<file path="src/rtl/sale_pkg.sv">
// Shared types and constants for the sale terminal entry sequencer:
// FSM state encoding, key bit positions, BCD digit type and small helpers.
package sale_pkg;

  // Transaction states; the numeric values are shown on the display.
  typedef enum logic [2:0] {
    ST_IDLE  = 3'd0,
    ST_ITEM  = 3'd1,
    ST_QTY   = 3'd2,
    ST_ISSUE = 3'd3,
    ST_PAY   = 3'd4
  } sale_state_e;

  // Command key bit positions (cmd_keys).
  localparam int CMD_ENTER    = 0;
  localparam int CMD_CANCEL   = 1;
  localparam int CMD_CHECKOUT = 2;
  localparam int CMD_BACK     = 3;

  // Value key bit positions (val_keys).
  localparam int VAL_INC    = 0;
  localparam int VAL_DEC    = 1;
  localparam int VAL_CURSOR = 2;
  localparam int VAL_CLEAR  = 3;

  // One decimal digit of the item code.
  typedef logic [3:0] bcd_t;

  // Increment a BCD digit modulo 10.
  function automatic bcd_t bcd_inc(input bcd_t d);
    return (d >= 4'd9) ? 4'd0 : d + 4'd1;
  endfunction

  // Decrement a BCD digit modulo 10.
  function automatic bcd_t bcd_dec(input bcd_t d);
    return (d == 4'd0 || d > 4'd9) ? 4'd9 : d - 4'd1;
  endfunction

  // Keep only the lowest set bit, giving lowest-index-wins arbitration.
  function automatic logic [3:0] lowest_set(input logic [3:0] v);
    return v & (~v + 4'd1);
  endfunction

  // Four-bit counter increment that sticks at 15.
  function automatic logic [3:0] sat_inc4(input logic [3:0] c);
    return (c == 4'hF) ? c : c + 4'd1;
  endfunction

endpackage

</file>
<file path="src/rtl/key_edge_detect.sv">
// Registered rising-edge detector for the eight key levels. The previous
// level resets to 0, so a key held across reset release yields one event.
module key_edge_detect (
  input  logic       clk,
  input  logic       rst,
  input  logic [7:0] lvl_i,
  output logic [7:0] rise_o
);

  logic [7:0] lvl_q;

  // Remember last cycle's key levels.
  always_ff @(posedge clk or posedge rst) begin
    if (rst) lvl_q <= '0;
    else     lvl_q <= lvl_i;
  end

  assign rise_o = lvl_i & ~lvl_q;

endmodule

</file>
<file path="src/rtl/sale_entry_sequencer.sv">
// Keypad transaction sequencer for the sale terminal: turns key levels into
// single events, arbitrates them, and runs item/quantity entry plus the cart
// and checkout handshakes, with an idle-entry timeout in ITEM and QTY.
module sale_entry_sequencer
  import sale_pkg::*;
#(
  parameter int MAX_QTY        = 9,
  parameter int TIMEOUT_CYCLES = 500_000_000
) (
  input  logic       clk,
  input  logic       rst,
  input  logic [3:0] cmd_keys,
  input  logic [3:0] val_keys,
  output logic [7:0] item_bcd,
  output logic [3:0] qty,
  output logic       cursor,
  output logic       item_valid,
  input  logic       item_ready,
  output logic       checkout_valid,
  input  logic       checkout_ready,
  output logic [3:0] item_count,
  output logic       cancel_pulse,
  output logic       timeout_pulse,
  output logic [2:0] state
);

  localparam logic [2:0] S_IDLE  = ST_IDLE;
  localparam logic [2:0] S_ITEM  = ST_ITEM;
  localparam logic [2:0] S_QTY   = ST_QTY;
  localparam logic [2:0] S_ISSUE = ST_ISSUE;
  localparam logic [2:0] S_PAY   = ST_PAY;

  localparam int             TW       = (TIMEOUT_CYCLES > 1) ? $clog2(TIMEOUT_CYCLES) : 1;
  localparam logic [TW-1:0]  TMO_LAST = TW'(TIMEOUT_CYCLES - 1);
  localparam logic [3:0]     QTY_MAX  = 4'(MAX_QTY);

  logic [7:0]    rise;
  logic [3:0]    cmd_ev, val_ev;
  logic [3:0]    sel_cmd, sel_val;
  logic          accept;

  logic [2:0]    state_q, state_d;
  bcd_t          tens_q, tens_d;
  bcd_t          ones_q, ones_d;
  logic [3:0]    qty_q, qty_d;
  logic          cursor_q, cursor_d;
  logic [3:0]    count_q, count_d;
  logic          cancel_q, cancel_d;
  logic          timeout_q, timeout_d;
  logic [TW-1:0] tmo_q, tmo_d;

  key_edge_detect u_edge (
    .clk    (clk),
    .rst    (rst),
    .lvl_i  ({val_keys, cmd_keys}),
    .rise_o (rise)
  );

  assign cmd_ev = rise[3:0];
  assign val_ev = rise[7:4];

  // Pick at most one event: any command beats any value key, lowest bit wins.
  always_comb begin
    sel_cmd = lowest_set(cmd_ev);
    sel_val = (cmd_ev == 4'd0) ? lowest_set(val_ev) : 4'd0;
  end

  // Transaction FSM and entry registers; the timeout yields to accepted events.
  always_comb begin
    state_d   = state_q;
    tens_d    = tens_q;
    ones_d    = ones_q;
    qty_d     = qty_q;
    cursor_d  = cursor_q;
    count_d   = count_q;
    cancel_d  = 1'b0;
    timeout_d = 1'b0;
    accept    = 1'b0;
    tmo_d     = '0;

    case (state_q)
      S_IDLE: begin
        if (sel_cmd[CMD_ENTER]) begin
          state_d  = S_ITEM;
          tens_d   = 4'd0;
          ones_d   = 4'd0;
          cursor_d = 1'b0;
        end else if (sel_cmd[CMD_CHECKOUT]) begin
          if (count_q != 4'd0) state_d = S_PAY;
        end else if (sel_cmd[CMD_CANCEL]) begin
          count_d  = 4'd0;
          cancel_d = 1'b1;
        end
      end

      S_ITEM: begin
        if (sel_cmd[CMD_ENTER]) begin
          // A zero item code is not a valid product, so ENTER is ignored.
          if ({tens_q, ones_q} != 8'h00) begin
            state_d = S_QTY;
            qty_d   = 4'd1;
            accept  = 1'b1;
          end
        end else if (sel_cmd[CMD_CANCEL]) begin
          state_d  = S_IDLE;
          count_d  = 4'd0;
          cancel_d = 1'b1;
          accept   = 1'b1;
        end else if (sel_cmd[CMD_BACK]) begin
          state_d = S_IDLE;
          accept  = 1'b1;
        end else if (sel_val[VAL_INC]) begin
          if (cursor_q) tens_d = bcd_inc(tens_q);
          else          ones_d = bcd_inc(ones_q);
          accept = 1'b1;
        end else if (sel_val[VAL_DEC]) begin
          if (cursor_q) tens_d = bcd_dec(tens_q);
          else          ones_d = bcd_dec(ones_q);
          accept = 1'b1;
        end else if (sel_val[VAL_CURSOR]) begin
          cursor_d = ~cursor_q;
          accept   = 1'b1;
        end else if (sel_val[VAL_CLEAR]) begin
          tens_d   = 4'd0;
          ones_d   = 4'd0;
          cursor_d = 1'b0;
          accept   = 1'b1;
        end
      end

      S_QTY: begin
        if (sel_cmd[CMD_ENTER]) begin
          state_d = S_ISSUE;
          accept  = 1'b1;
        end else if (sel_cmd[CMD_CANCEL]) begin
          state_d  = S_IDLE;
          count_d  = 4'd0;
          cancel_d = 1'b1;
          accept   = 1'b1;
        end else if (sel_cmd[CMD_BACK]) begin
          state_d = S_ITEM;
          accept  = 1'b1;
        end else if (sel_val[VAL_INC]) begin
          qty_d  = (qty_q >= QTY_MAX) ? 4'd1 : qty_q + 4'd1;
          accept = 1'b1;
        end else if (sel_val[VAL_DEC]) begin
          qty_d  = (qty_q <= 4'd1) ? QTY_MAX : qty_q - 4'd1;
          accept = 1'b1;
        end else if (sel_val[VAL_CLEAR]) begin
          qty_d  = 4'd1;
          accept = 1'b1;
        end
      end

      S_ISSUE: begin
        // Keys are ignored here; only the cart transfer leaves the state.
        if (item_ready) begin
          state_d = S_IDLE;
          count_d = sat_inc4(count_q);
        end
      end

      S_PAY: begin
        if (checkout_ready) begin
          state_d = S_IDLE;
          count_d = 4'd0;
        end
      end

      default: state_d = S_IDLE;
    endcase

    // Idle-entry timeout: only counts while the operator is entering data.
    if (state_q == S_ITEM || state_q == S_QTY) begin
      if (accept) begin
        tmo_d = '0;
      end else if (tmo_q == TMO_LAST) begin
        state_d   = S_IDLE;
        timeout_d = 1'b1;
        tmo_d     = '0;
      end else begin
        tmo_d = tmo_q + TW'(1);
      end
    end
  end

  // State, entry data, cart count, pulses and timeout counter.
  always_ff @(posedge clk or posedge rst) begin
    if (rst) begin
      state_q   <= S_IDLE;
      tens_q    <= 4'd0;
      ones_q    <= 4'd0;
      qty_q     <= 4'd1;
      cursor_q  <= 1'b0;
      count_q   <= 4'd0;
      cancel_q  <= 1'b0;
      timeout_q <= 1'b0;
      tmo_q     <= '0;
    end else begin
      state_q   <= state_d;
      tens_q    <= tens_d;
      ones_q    <= ones_d;
      qty_q     <= qty_d;
      cursor_q  <= cursor_d;
      count_q   <= count_d;
      cancel_q  <= cancel_d;
      timeout_q <= timeout_d;
      tmo_q     <= tmo_d;
    end
  end

  assign item_bcd       = {tens_q, ones_q};
  assign qty            = qty_q;
  assign cursor         = cursor_q;
  assign item_valid     = (state_q == S_ISSUE);
  assign checkout_valid = (state_q == S_PAY);
  assign item_count     = count_q;
  assign cancel_pulse   = cancel_q;
  assign timeout_pulse  = timeout_q;
  assign state          = state_q;

endmodule

</file>
<file path="config.mk">
export PLATFORM = sky130hd
export DESIGN_NAME = sale_entry_sequencer
export DESIGN_NICKNAME = d
export VERILOG_FILES = /design/src/rtl/sale_pkg.sv /design/src/rtl/key_edge_detect.sv /design/src/rtl/sale_entry_sequencer.sv
export SDC_FILE = /design/constraint.sdc
export NUM_CORES = 1
export LEC_CHECK = 0
export ABC_CLOCK_PERIOD_IN_PS = 5250
export BUFFER_PORTS_ARGS = -buffer_cell sky130_fd_sc_hd__buf_2
export CAP_MARGIN = 15
export CORE_MARGIN = 3
export CORE_UTILIZATION = 45
export CTS_CLUSTER_DIAMETER = 200
export DETAILED_ROUTE_END_ITERATION = 6
export MAX_ROUTING_LAYER = met4
export PLACE_DENSITY = 0.75
export SLEW_MARGIN = 20
export SYNTH_ARGS = -nofsm -noshare
export SYNTH_HDL_FRONTEND = slang
export SYNTH_HIERARCHICAL = 1
export SYNTH_SLANG_ARGS = --single-unit
</file>
<file path="constraint.sdc">
create_clock -name clk -period 5.25 [get_ports clk]
set_input_delay 0.525 -clock clk [delete_from_list [all_inputs] [get_ports clk]]
set_output_delay 0.525 -clock clk [all_outputs]
set_load 0.1 [all_outputs]
</file>
* Word level (Yosys, flattened, before mapping) *
Index checks and enable logic that the tools add are counted.

word-level totals
  flip-flop bits (word level) = 59
  input bits = 12
  output and inout bits = 24
  word-level logic and storage cells = 175

cells by class
  add/subtract/negate cells = 10
  order comparisons = 6
  equal/unequal tests = 31
  mux-type cells = 93
  bitwise operators = 7
  reduce and logical (&&, ||, !) cells = 18

operators with widths
  kind                     count
  $mux W4                  39
  $mux W29                 3
  $mux W3                  15
  $ne A2 B2 Y1 const B     15
  $add A29 B1 Y29 const B  1
  $eq A29 B29 Y1 const B   1
  $mux W1                  28
  $add A4 B1 Y4 const B    6
  $pmux W4 S2              3
  $reduce_and A9 Y1        2
  $pmux W4 S4              1
  $ne A3 B3 Y1 const B     5
  $pmux W3 S5              1
  $reduce_and A7 Y1        2
  $ge A4 B4 Y1 const B     3
  $logic_not A4 Y1         3
  $ne A4 B4 Y1 const B     3
  $sub A4 B1 Y4 const B    3
  $and A4 B4 Y4            2
  $and A8 B8 Y8            1
  $gt A4 B4 Y1 const B     2
  $not A4 Y4               2
  $not A8 Y8               1
  $reduce_and A8 Y1        1
  14 further kinds         22

* Logic depth before layout (Yosys ltp) *
Gate-level depths: netlist of run 1.

  depth after elaboration = 16
  mapped depth = 9
  mapped depth without buffers = 7

* Cells and area by module *
Netlist of run 1, hierarchy kept.

by module, submodules not included
  module                times used  cells each  area each (µm²)  seq. area each (µm²)
  sale_entry_sequencer  1           383         3343.2           1277.5
  key_edge_detect       1           17          314.1            200.2

* Worst setup path before layout of run 1 *
No wires, ideal clock.

  kind = flip-flop to flip-flop
  start point = register state_q[2] (netlist: state[2])
  end point = register count_q[2] (netlist: item_count[2])
  setup time = 132 ps
  arrival = 4016 ps
  data required time = 5118 ps
  slack = 1103 ps
  cell stages (with the launch flop) = 6
  path buffers = 0
  clock period less this slack = 4147 ps
  cells stage by stage = dfrtp_1 -> nor3b_1 -> nand2_1 -> a22o_1 -> o21ai_0 -> o21ai_0

on the way
  elaborated cells on any way between the ends = 15
  those cells by class = eq/ne: 10; mux: 1; reduce/logical: 4

RTL lines
  item                                                          line                         RTL
  from (decl)                                                   sale_entry_sequencer.sv:42   logic [2:0] state_q, state_d;
  from (signal assigned)                                        sale_entry_sequencer.sv:200  state_q <= state_d;
  $eq A3 B3 Y1 (*)                                              --
  named net checkout_valid                                      sale_entry_sequencer.sv:19   output logic checkout_valid,
  $ne A2 B1 Y1 (no line) or $reduce_bool A4 Y1 (tied branches)  --
  $reduce_and A7 Y1 (no line)                                   --
  to (signal assigned)                                          sale_entry_sequencer.sv:205  count_q <= count_d;
  to (decl)                                                     sale_entry_sequencer.sv:47   logic [3:0] count_q, count_d;

The timed path passes the listed nets; every way through them passes the cells marked *.
A chain may end at the register's enable or synchronous reset.

* Worst setup path in the final report of run 1 *
  start point = register tens_q[0]
  end point = register tmo_q[23]

on the way
  longest elaborated chain between the ends = 6

ends and longest elaborated chain
  item                    line                         RTL
  from (decl)             sale_entry_sequencer.sv:43   bcd_t tens_q, tens_d;
  from (signal assigned)  sale_entry_sequencer.sv:201  tens_q <= tens_d;
  $reduce_bool A8 Y1      sale_entry_sequencer.sv:99   if ({tens_q, ones_q} != 8'h00) begin
  $mux W1                 sale_entry_sequencer.sv:99
  $mux W1                 sale_entry_sequencer.sv:97   if (sel_cmd[CMD_ENTER]) begin
  $pmux W1 S2             sale_entry_sequencer.sv:81   case (state_q)
  $mux W29                sale_entry_sequencer.sv:175  if (accept) begin
  $mux W29                sale_entry_sequencer.sv:174  if (state_q == S_ITEM || state_q == S_QTY) begin
  named net tmo_d[23]     sale_entry_sequencer.sv:50   logic [TW-1:0] tmo_q, tmo_d;
  to (signal assigned)    sale_entry_sequencer.sv:208  tmo_q <= tmo_d;
  to (decl)               sale_entry_sequencer.sv:50

The timed path passes the listed nets, and every way through them passes these cells.

==> run summary, run 1 <==
critical path endpoint category: flop
Antenna Nets Post-Route: 0
Worst setup SP type: flop
Nets: 460
IO buf count: 35
setup TNS: 0 ns
Synth Register Bits: 59
row cnt: 32
Area Overhead vs Synth: 11.9%
r2r startpoint: tens_q[0]$_DFFE_PP0P_
CTS root buf: clkbuf_8
post-synthesis compound-gate area fraction: 14.0%
Tightest Pin Transition: 1.05 ns
Final Core Density: 52.4%
DR DRC count: 0
XOR/XNOR share of the synthesized area: 6.94%
Hold Crit Class: primary input to asynchronous set/reset pin
RSZ-0062 raised after global routing: no
initial antenna violation count: 0
crit path max-delay cell type: nand3_1
Critical Path AT: 3.05 ns
critical path required time: 5.49 ns
drt via density: 5.68
setup violators final: 0
worst r2r dst: tmo_q[23]$_DFF_PP0_
area share of and/or/nand/nor cells after synthesis: 29.2%
die area: 0.00924 mm^2
die width: 96.2 um
Post-Synth Adder-Cell Area: 4.79%
Post-Synthesis Cells: 400
Worst-Skew Late Latency: 0.34 ns
Worst Skew: 0.00766 ns
layout cells sized above 1: 17.1%
Top Ports: 36
main combinational cell family by area after synthesis: simple AND/OR/NAND/NOR gates
Non-Filler Instances: 541
register area share after synthesis: 40.4%
R2R Setup Slk: 2.44 ns
Buf/Inv on CP: 1
R2R depth: 7
slowest stage delay, CP: 0.85 ns
Remaining Overflow, GRT: 0
post-route clock period utilization: 53.5%
vias in the first global route: 2952
Crit path top cell by count: nand3_1
CTS tree: done
final wirelength: 7820 um
post_cts resized: 0
WL/cell: 14.5 um
Final Hold Vio Count: 0
GRT Util Overall: 19.3%
max-cap violations: 0
Detail Placement HPWL: 5570 um
post-synthesis cell area: 0.00366 mm^2
static leakage: 1.78 nW
n_diodes: 0
initial core utilization: 46.8%
clk slew on worst S/H paths: 0.06 ns
worst-path cell chain: inv_1, ha_1, nor4b_1, nand3_1, o311ai_0, nand3_1, nor2_1
proportion of synthesized area in mux cells: 0.889%
ys flop type: dfrtp_1
worst-case clock buffer depth: 2
Core ar.: 0.00781 mm^2
Die Height: 96.2 um
synth unique cells: 56
GPL Wtd Cong: 0.960
max-slew violations: 0
first-pass GRT wire length: 13600 um
crit-path leading delay family: simple AND/OR/NAND/NOR gates
largest net degree at the start of global routing: 52
Post-CTS Setup Bufs: 0
Avg Cell Area, Syn: 9.14 um^2
Crit Path Class: flop to flop
hold buffers post-CTS: 0
headroom to the max-slew limit: 30.1%
Power per Cell Area: 386 mW/mm^2
min Tclk post-route: 2.81 ns
H-tree levels: 3
router iterations before antenna repair: 7
outcome: finished clean
Power, Total: 1.58 mW
via count: 3074
EDFF count, synth: 0
number of DRC markers in iteration 0: 174
syn nets: 426
Syn. warnings: 6
Inserted Clock Buffers: 9
Max Clock Freq: 0.356 GHz
total clock sinks: 59
CP Max Fanout: 29
Post-synth ARST share: 100%
dpl cells: 525
maximum vdd ir drop: 0.000177 V
state kept, by name (all words and copies together), names as in the netlist:
register and cells:
tmo_q 29, u_edge/lvl_q 8, item_count 4, ones_q 4, qty 4, tens_q 4, state 3, cancel_pulse 1
cursor 1, timeout_pulse 1
cell usage after synthesis (5+ instances only):
cell | n | area, um^2
o31ai_1 | 7 | 52.6
nand4_1 | 16 | 100
nand2_1 | 27 | 101
a21oi_1 | 13 | 65.1
nand3_1 | 23 | 115
nor2_1 | 46 | 173
xor2_1 | 12 | 105
and3_1 | 9 | 56.3
ha_1 | 14 | 175
o21ai_0 | 19 | 95.1
inv_1 | 19 | 71.3
nor3_1 | 10 | 50.1
xnor2_1 | 17 | 149
nor4_1 | 5 | 31.3
nor2b_4 | 8 | 110
dfrtp_1 | 58 | 1450
clkbuf_1 | 7 | 26.3
nor2b_1 | 6 | 37.5
nand2b_1 | 10 | 62.6
routing by layer:
layer	track usage, %	vias up	share of wire [%]
li1	-	1504	-
met1	22.6	1496	44
met2	32.3	58	50
met3	4.77	16	3.5
met4	6.52	0	1.8
met5	-	-	0
layout by cell type (no fill, tap or decap), drive strengths merged, types with 16 or more instances in the layout:
| cell | n |
|---|---|
| inv | 18 |
| xnor2 | 17 |
| buf | 36 |
| nor2 | 46 |
| nand2 | 27 |
| nand3 | 23 |
| o21ai | 20 |
| dfrtp | 58 |
| nand4 | 16 |
power breakdown:
group | leakage (nW) | switching, mW | internal [mW]
logic | 0.881 | 0.450 | 0.156
registers | 0.798 | 0.0726 | 0.493
clock network | 0.0991 | 0.178 | 0.230
cell families (layout without fill, tap and decap cells):
| kind of cell | after synthesis | in the layout |
|---|---|---|
| mux | 3 | 3 |
| flops | 59 | 59 |
| compound gates | 75 | 75 |
| buf+inv | 32 | 71 |
| fa+ha+maj | 14 | 14 |
| simple gates | 188 | 188 |
| xor+xnor | 29 | 29 |
metrics by stage:
| stage | setup slack (ns) | hold slack (ns) | area [um^2] |
|---|---|---|---|
| after global placement | 2.49 | 0.464 | 3900 |
| after floorplan | 1.10 | 0.341 | 3660 |
| after global routing | 2.09 | 0.137 | 4090 |
| final | 2.44 | 0.138 | 4090 |
| after CTS | 2.41 | 0.131 | 4090 |
| after detailed placement | 2.31 | 0.473 | 3900 |
area by class of cell:
class                      instances  area (um^2)
multi-input combinational        309         2040
clock inverter                     5         52.6
timing repair buffer              36          183
tap                              102          128
fill                             739         3710
sequential                        59         1480
clock buffer                      11          141
inverter                          19         72.6
how the worst max path moves through the flow:
stage | to | cells past startpoint | from
5_1_grt | tmo_q[14]$_DFF_PP0_ | 7 | tens_q[0]$_DFFE_PP0P_
2_1_floorplan | item_count[2]$_DFFE_PP0P_ | 5 | state[2]$_DFF_PP0_
4_1_cts | tmo_q[3]$_DFF_PP0_ | 7 | tens_q[0]$_DFFE_PP0P_
3_3_place_gp | tmo_q[23]$_DFF_PP0_ | 7 | val_keys[0]
3_5_place_dp | tmo_q[23]$_DFF_PP0_ | 7 | val_keys[0]
6_report | tmo_q[23]$_DFF_PP0_ | 7 | tens_q[0]$_DFFE_PP0P_
Note: power is estimated with default switching activity, not from simulation.
==> run 2, diff against run 1 <==
ABC_CLOCK_PERIOD_IN_PS = 2300   (was 5250)
PLACE_DENSITY = 0.78   (was 0.75)
clock period = 2.3 ns   (was 5.25 ns; I/O delays follow)
==> run 2 against run 1 <==
Clock power rose to 2.6 times the previous value. Count of clock-buffer cells in the layout is 1 higher. Hold slack lost 0.13 ns. Die area unchanged. Non-clock buffer count rose by 19. Routed wire length rose by 4.5%. First-iteration DRC count shrank 30%. Global-route usage is 0.64 points higher. Power increased by 150%. Cell area rose by 6.3%. Core utilization rose by 3.3 points. Combinational power grew to 2.7 times the previous value.
==> run summary, run 2 (synthesis results as in run 1) <==
outcome: finished clean
Crit Path Class: primary input to flop
IO buf count: 35 (unchanged)
Core ar.: 0.00781 mm^2 (unchanged)
maximum vdd ir drop: 0.000456 V (+160%)
drt via density: 5.66 (-0.47%)
CTS root buf: clkbuf_8
Critical Path AT: 2.43 ns (-0.62 ns)
Setup crit start: cmd_keys[3]
headroom to the max-slew limit: 53.0% (+23 points)
vias in the first global route: 3002 (+1.7%)
WL/cell: 14.6 um (+0.91%)
via count: 3167 (+3.0%)
critical path required time: 2.52 ns (-2.97 ns)
Worst-Skew Late Latency: 0.34 ns (about the same)
row cnt: 32 (unchanged)
GRT Util Overall: 19.9% (+0.64 points)
static leakage: 1.88 nW (+5.8%)
router iterations before antenna repair: 4 (-3)
Top Ports: 36 (unchanged)
die width: 96.2 um (unchanged)
die area: 0.00924 mm^2 (unchanged)
r2r startpoint: tmo_q[17]$_DFF_PP0_
Hold WS: 0.0122 ns (-0.126 ns)
number of DRC markers in iteration 0: 121 (-30%)
largest net degree at the start of global routing: 52 (unchanged)
crit-path leading delay family: simple AND/OR/NAND/NOR gates
Worst Skew: 0.00894 ns (+0.00128 ns)
initial antenna violation count: 0 (unchanged)
Area Overhead vs Synth: 19.0%
n_diodes: 0 (unchanged)
crit path max-delay cell type: or4_4
Detail Placement HPWL: 5780 um (+3.8%)
first-pass GRT wire length: 14100 um (+3.4%)
Worst setup SP type: primary input
layout cells sized above 1: 22.5% (+5.4 points)
Nets: 479 (+4.1%)
Inserted Clock Buffers: 9 (unchanged)
CP Max Fanout: 7 (-76%)
GPL Wtd Cong: 0.939 (-2.2%)
max-slew violations: 0 (unchanged)
Largest register FFs: 29 (unchanged)
Tightest Pin Transition: 0.696 ns (-0.349 ns)
Post-CTS Setup Bufs: 0 (unchanged)
DR DRC count: 0 (unchanged)
clk slew on worst S/H paths: 0.07 ns (about the same)
min Tclk post-route: 2.21 ns
Non-Filler Instances: 560 (+3.5%)
initial core utilization: 46.8% (unchanged)
most common cell after layout, fill and taps aside: dfrtp_1
Place WS: 0.147 ns (-2.17 ns)
max-cap violations: 0 (unchanged)
Setup WS post-layout: 0.0935 ns (-2.35 ns)
Max Clock Freq: 0.453 GHz
critical path endpoint category: flop
Power per Cell Area: 906 mW/mm^2 (+140%)
H-tree levels: 3 (unchanged)
setup TNS: 0 ns (unchanged)
biggest regs: tmo_q (29), u_edge/lvl_q (8)
CTS tree: done
Die Height: 96.2 um (unchanged)
final wirelength: 8170 um (+4.5%)
Antenna Nets Post-Route: 0 (unchanged)
Buf/Inv on CP: 2 (+1)
total clock sinks: 59 (unchanged)
setup violators final: 0 (unchanged)
commonest cells after routing, fill and taps aside: dfrtp_1 (50), nor2_1 (45), buf_2 (35), nand2_1 (27), nand3_1 (23)
hold_sp: val_keys[1]
Cell Area, Placed: 0.00404 mm^2 (+3.6%)
slowest stage delay, CP: 0.54 ns (-0.31 ns)
Final Hold Vio Count: 0 (unchanged)
Remaining Overflow, GRT: 0 (unchanged)
dpl cells: 538 (+2.5%)
Top reg by flops: tmo_q
worst-case clock buffer depth: 2 (unchanged)
Finished Cell Area: 0.00435 mm^2 (+6.3%)
Hold Crit Class: primary input to flop
worst-path cell chain: dlygate4sd3_1, buf_2, nor2b_4, or4_4, or3_1, a221o_1, nand2_1, o21ai_1
post-route clock period utilization: 95.9%
RSZ-0062 raised after global routing: no
[run 2: cell count changes in the layout (fill, tap and decap cells not counted), moves of 3 or more]
cell / change
dfrtp_1: -8
clkinv_2: -3
dfrtp_2: +8
dlygate4sd3_1: +6
buf_4: +12
[run 2: path summary, 6_finish.rpt]
| check | end | slack (ns) | depth (start not counted) |
|---|---|---|---|
| min in group asynchronous | u_edge/lvl_q[4]$_DFF_PP0_ | 0.38 | 3 |
| worst max register to register | tmo_q[12]$_DFF_PP0_ | 0.18 | 6 |
| worst min-delay path | u_edge/lvl_q[5]$_DFF_PP0_ | 0.01 | 1 |
| worst max-delay path | cursor$_DFFE_PP0P_ | 0.09 | 8 |
| max in group asynchronous | tens_q[1]$_DFFE_PP0P_ | 1.19 | 4 |
| worst min register to register | tmo_q[0]$_DFF_PP0_ | 0.49 | 1 |
[run 2: worst register-to-register path: cells and delay by family (launching register included)]
kind | cells | cell delay [ns]
buffers and inverters | 1 | 0.19
flip-flops | 1 | 0.44
AND/OR/NAND/NOR | 5 | 1.37
[run 2: area by class of cell]
| type | instances | area [um^2] |
|---|---|---|
| clock inverters | 4 | 72.6 |
| inverters | 19 | 71.3 |
| flip-flops and latches | 59 | 1490 |
| well taps | 102 | 128 |
| clock buffers | 12 | 155 |
| repair buffers | 55 | 353 |
| multi-input cells | 309 | 2080 |
| fillers | 677 | 3460 |
[run 2: metal layers]
metal | vias to the layer above | track usage, % | routed length [um]
li1 | 1547 | - | -
met1 | 1528 | 24.4 | 3550
met2 | 85 | 32.7 | 4170
met3 | 7 | 4.38 | 386
met4 | 0 | 6.28 | 59
met5 | - | - | 0
[run 2: report_power, final]
part,switching (mW),internal [mW],total (mW)
registers,0.119,1.13,1.25
logic,1.14,0.471,1.61
clock network,0.415,0.668,1.08
total,1.67,2.27,3.94
[run 2: through the flow]
| stage | utilization [%] | total power, mW |
|---|---|---|
| after CTS | 55.3 | 3.93 |
| after detailed placement | 51.7 | 2.83 |
| after global placement | 51.7 | 2.81 |
| after global routing | 55.7 | 4.16 |
| final | 55.7 | 3.94 |
| after floorplan | - | 2.50 |
[run 2: what timing repair did]
| action | 4_1_cts | 5_1_grt |
|---|---|---|
| hold buffers | 5 | 1 |
| endpoints found under the hold margin | 12 | 1 |
| endpoints found under the setup margin | 0 | 35 |
| gates resized for setup | 0 | 5 |
==> run 3, diff against run 2 <==
REMOVE_ABC_BUFFERS = 1   (was default)
==> run 3 against run 2 <==
Critical path depth is 1 lower. Sequential share of layout area shrank 0.093 points. Sequential cell count unchanged. Register-to-register slack lost 0.06 ns. Global-route usage increased by 0.16 points. Die area stayed put. Clock skew shrank 0.0013 ns. Cell area fell by 0.40%.
==> run summary, run 3 (synthesis results as in run 1) <==
outcome: finished clean
Place WS: 0.139 ns (-0.00769 ns)
GRT Util Overall: 20.1% (+0.16 points)
Buf/Inv on CP: 1 (-1)
slowest stage delay, CP: 0.46 ns (-0.08 ns)
worst-path cell chain: inv_1, ha_1, or3b_2, a21oi_1, nand3_1, a211oi_1, a21o_1
register area: 0.00148 mm^2 (-0.67%)
Power per Cell Area: 905 mW/mm^2 (about the same)
clk slew on worst S/H paths: 0.08 ns (about the same)
Worst-Skew Late Latency: 0.34 ns (about the same)
static leakage: 1.90 nW (+1.2%)
Detail Placement HPWL: 6030 um (+4.4%)
Largest register FFs: 29 (unchanged)
worst-case clock buffer depth: 2 (unchanged)
max-cap violations: 0 (unchanged)
Top Ports: 36 (unchanged)
GPL Wtd Cong: 0.953 (+1.5%)
Worst setup SP type: flop
number of DRC markers in iteration 0: 186 (+54%)
first-pass GRT wire length: 14200 um (+1.1%)
via count: 3157 (-0.32%)
area of the multi-input gates: 0.00205 mm^2 (-1.7%)
commonest cells after routing, fill and taps aside: dfrtp_1 (58), nor2_1 (46), buf_2 (35), nand2_1 (27), nand3_1 (23)
Max Clock Freq: 0.458 GHz (+1.0%)
headroom to the max-slew limit: 53.5% (+0.56 points)
CTS tree: done
crit-path leading delay family: compound AO/OA/AOI/OAI gates
initial core utilization: 46.8% (unchanged)
Top reg by flops: tmo_q
Area Overhead vs Synth: 18.5%
Crit Path Class: flop to flop
die width: 96.2 um (unchanged)
Remaining Overflow, GRT: 0 (unchanged)
Nets: 483 (+0.84%)
Inserted Clock Buffers: 9 (unchanged)
RSZ-0062 raised after global routing: no
row cnt: 32 (unchanged)
layout cells sized above 1: 20.6% (-1.9 points)
Die Height: 96.2 um (unchanged)
Final Hold Vio Count: 0 (unchanged)
WL/cell: 14.7 um (+0.66%)
Antenna Nets Post-Route: 0 (unchanged)
biggest regs: tmo_q (29), u_edge/lvl_q (8)
largest net degree at the start of global routing: 30 (-42%)
post-route clock period utilization: 95.0% (-0.96 points)
Hold Crit Class: primary input to flop
H-tree levels: 3 (unchanged)
maximum vdd ir drop: 0.000373 V (-18%)
max-slew violations: 0 (unchanged)
Layout fillers: 689 (+1.8%)
Critical Path AT: 2.47 ns (+0.04 ns)
total clock sinks: 59 (unchanged)
Post-CTS Setup Bufs: 0 (unchanged)
die area: 0.00924 mm^2 (unchanged)
CTS root buf: clkbuf_8
most common cell after layout, fill and taps aside: dfrtp_1
final wirelength: 8280 um (+1.4%)
setup violators final: 0 (unchanged)
Tightest Pin Transition: 0.688 ns (-0.00829 ns)
critical path required time: 2.59 ns (+0.07 ns)
n_diodes: 0 (unchanged)
Worst Skew: 0.00760 ns (-0.00134 ns)
dpl cells: 542 (+0.74%)
CP Max Fanout: 5 (-2)
min Tclk post-route: 2.18 ns (-0.0221 ns)
Core ar.: 0.00781 mm^2 (unchanged)
DR DRC count: 0 (unchanged)
crit path max-delay cell type: or3b_2
Non-Filler Instances: 564 (+0.71%)
router iterations before antenna repair: 4 (unchanged)
Setup WS post-layout: 0.116 ns (+0.0221 ns)
IO buf count: 35 (unchanged)
critical path endpoint category: flop
drt via density: 5.60 (-1.0%)
initial antenna violation count: 0 (unchanged)
Power, Total: 3.92 mW (-0.49%)
vias in the first global route: 3084 (+2.7%)
==> run 3: changes by cell type in the layout (fill, tap and decap cells not counted), moves of 2 or more <==
cell | previous run | this run
clkbuf_8 | 11 | 9
buf_4 | 13 | 17
dfrtp_2 | 8 | 0
clkinv_4 | 0 | 2
dfrtp_1 | 50 | 58
==> run 3: path summary, 6_finish.rpt <==
path	from	end	slack [ns]	cells past startpoint
worst max register to register	tens_q[0]$_DFFE_PP0P_	tens_q[2]$_DFFE_PP0P_	0.12	7
max in group asynchronous	rst	tmo_q[25]$_DFF_PP0_	1.19	4
worst min-delay path	val_keys[0]	u_edge/lvl_q[4]$_DFF_PP0_	0.01	1
min in group asynchronous	rst	u_edge/lvl_q[5]$_DFF_PP0_	0.39	3
worst max-delay path	tens_q[0]$_DFFE_PP0P_	tens_q[2]$_DFFE_PP0P_	0.12	7
worst min register to register	tmo_q[0]$_DFF_PP0_	tmo_q[0]$_DFF_PP0_	0.49	1
==> run 3: layout make-up <==
cell class / count / share of cell area (%)
clock buffers: 9 / 2.86
repair buffers: 59 / 8.84
well taps: 102 / 2.95
flip-flops and latches: 59 / 34.1
clock inverters: 7 / 2.34
inverters: 19 / 1.65
multi-input cells: 309 / 47.3
==> run 3: metal layers <==
layer  vias to the layer above  part of all wire, %  wire (um)  track usage [%]
met3                        10                  4.4        365             3.36
met2                        87                   50       4150             33.3
met1                      1513                   44       3670             24.0
li1                       1547                    -          -                -
met5                         -                    0          0                -
met4                         0                  1.2         96             8.53
==> run 3: metrics by stage <==
stage                     TNS, ns  hold slack [ns]  util (%)  instance area, um^2
after CTS                       0          0.00254      55.4                 4320
after global routing            0           0.0101      55.5                 4330
after detailed placement        0            0.208      51.7                 4040
after global placement          0            0.189      51.7                 4040
after floorplan            -23.09           0.0457         -                 3590
final                           0           0.0117      55.5                 4330
==> run 3: power breakdown <==
group	switching [mW]	leakage (nW)	internal, mW
combinational	1.13	1.00	0.473
sequential	0.108	0.798	1.12
clock	0.472	0.106	0.617
==> run 3: what timing repair did <==
| action | CTS | global route |
|---|---|---|
| hold buffers | 6 | 0 |
| setup endpoints to repair | 0 | 20 |
| resized for setup | 0 | 3 |
| endpoints found under the hold margin | 31 | 0 |
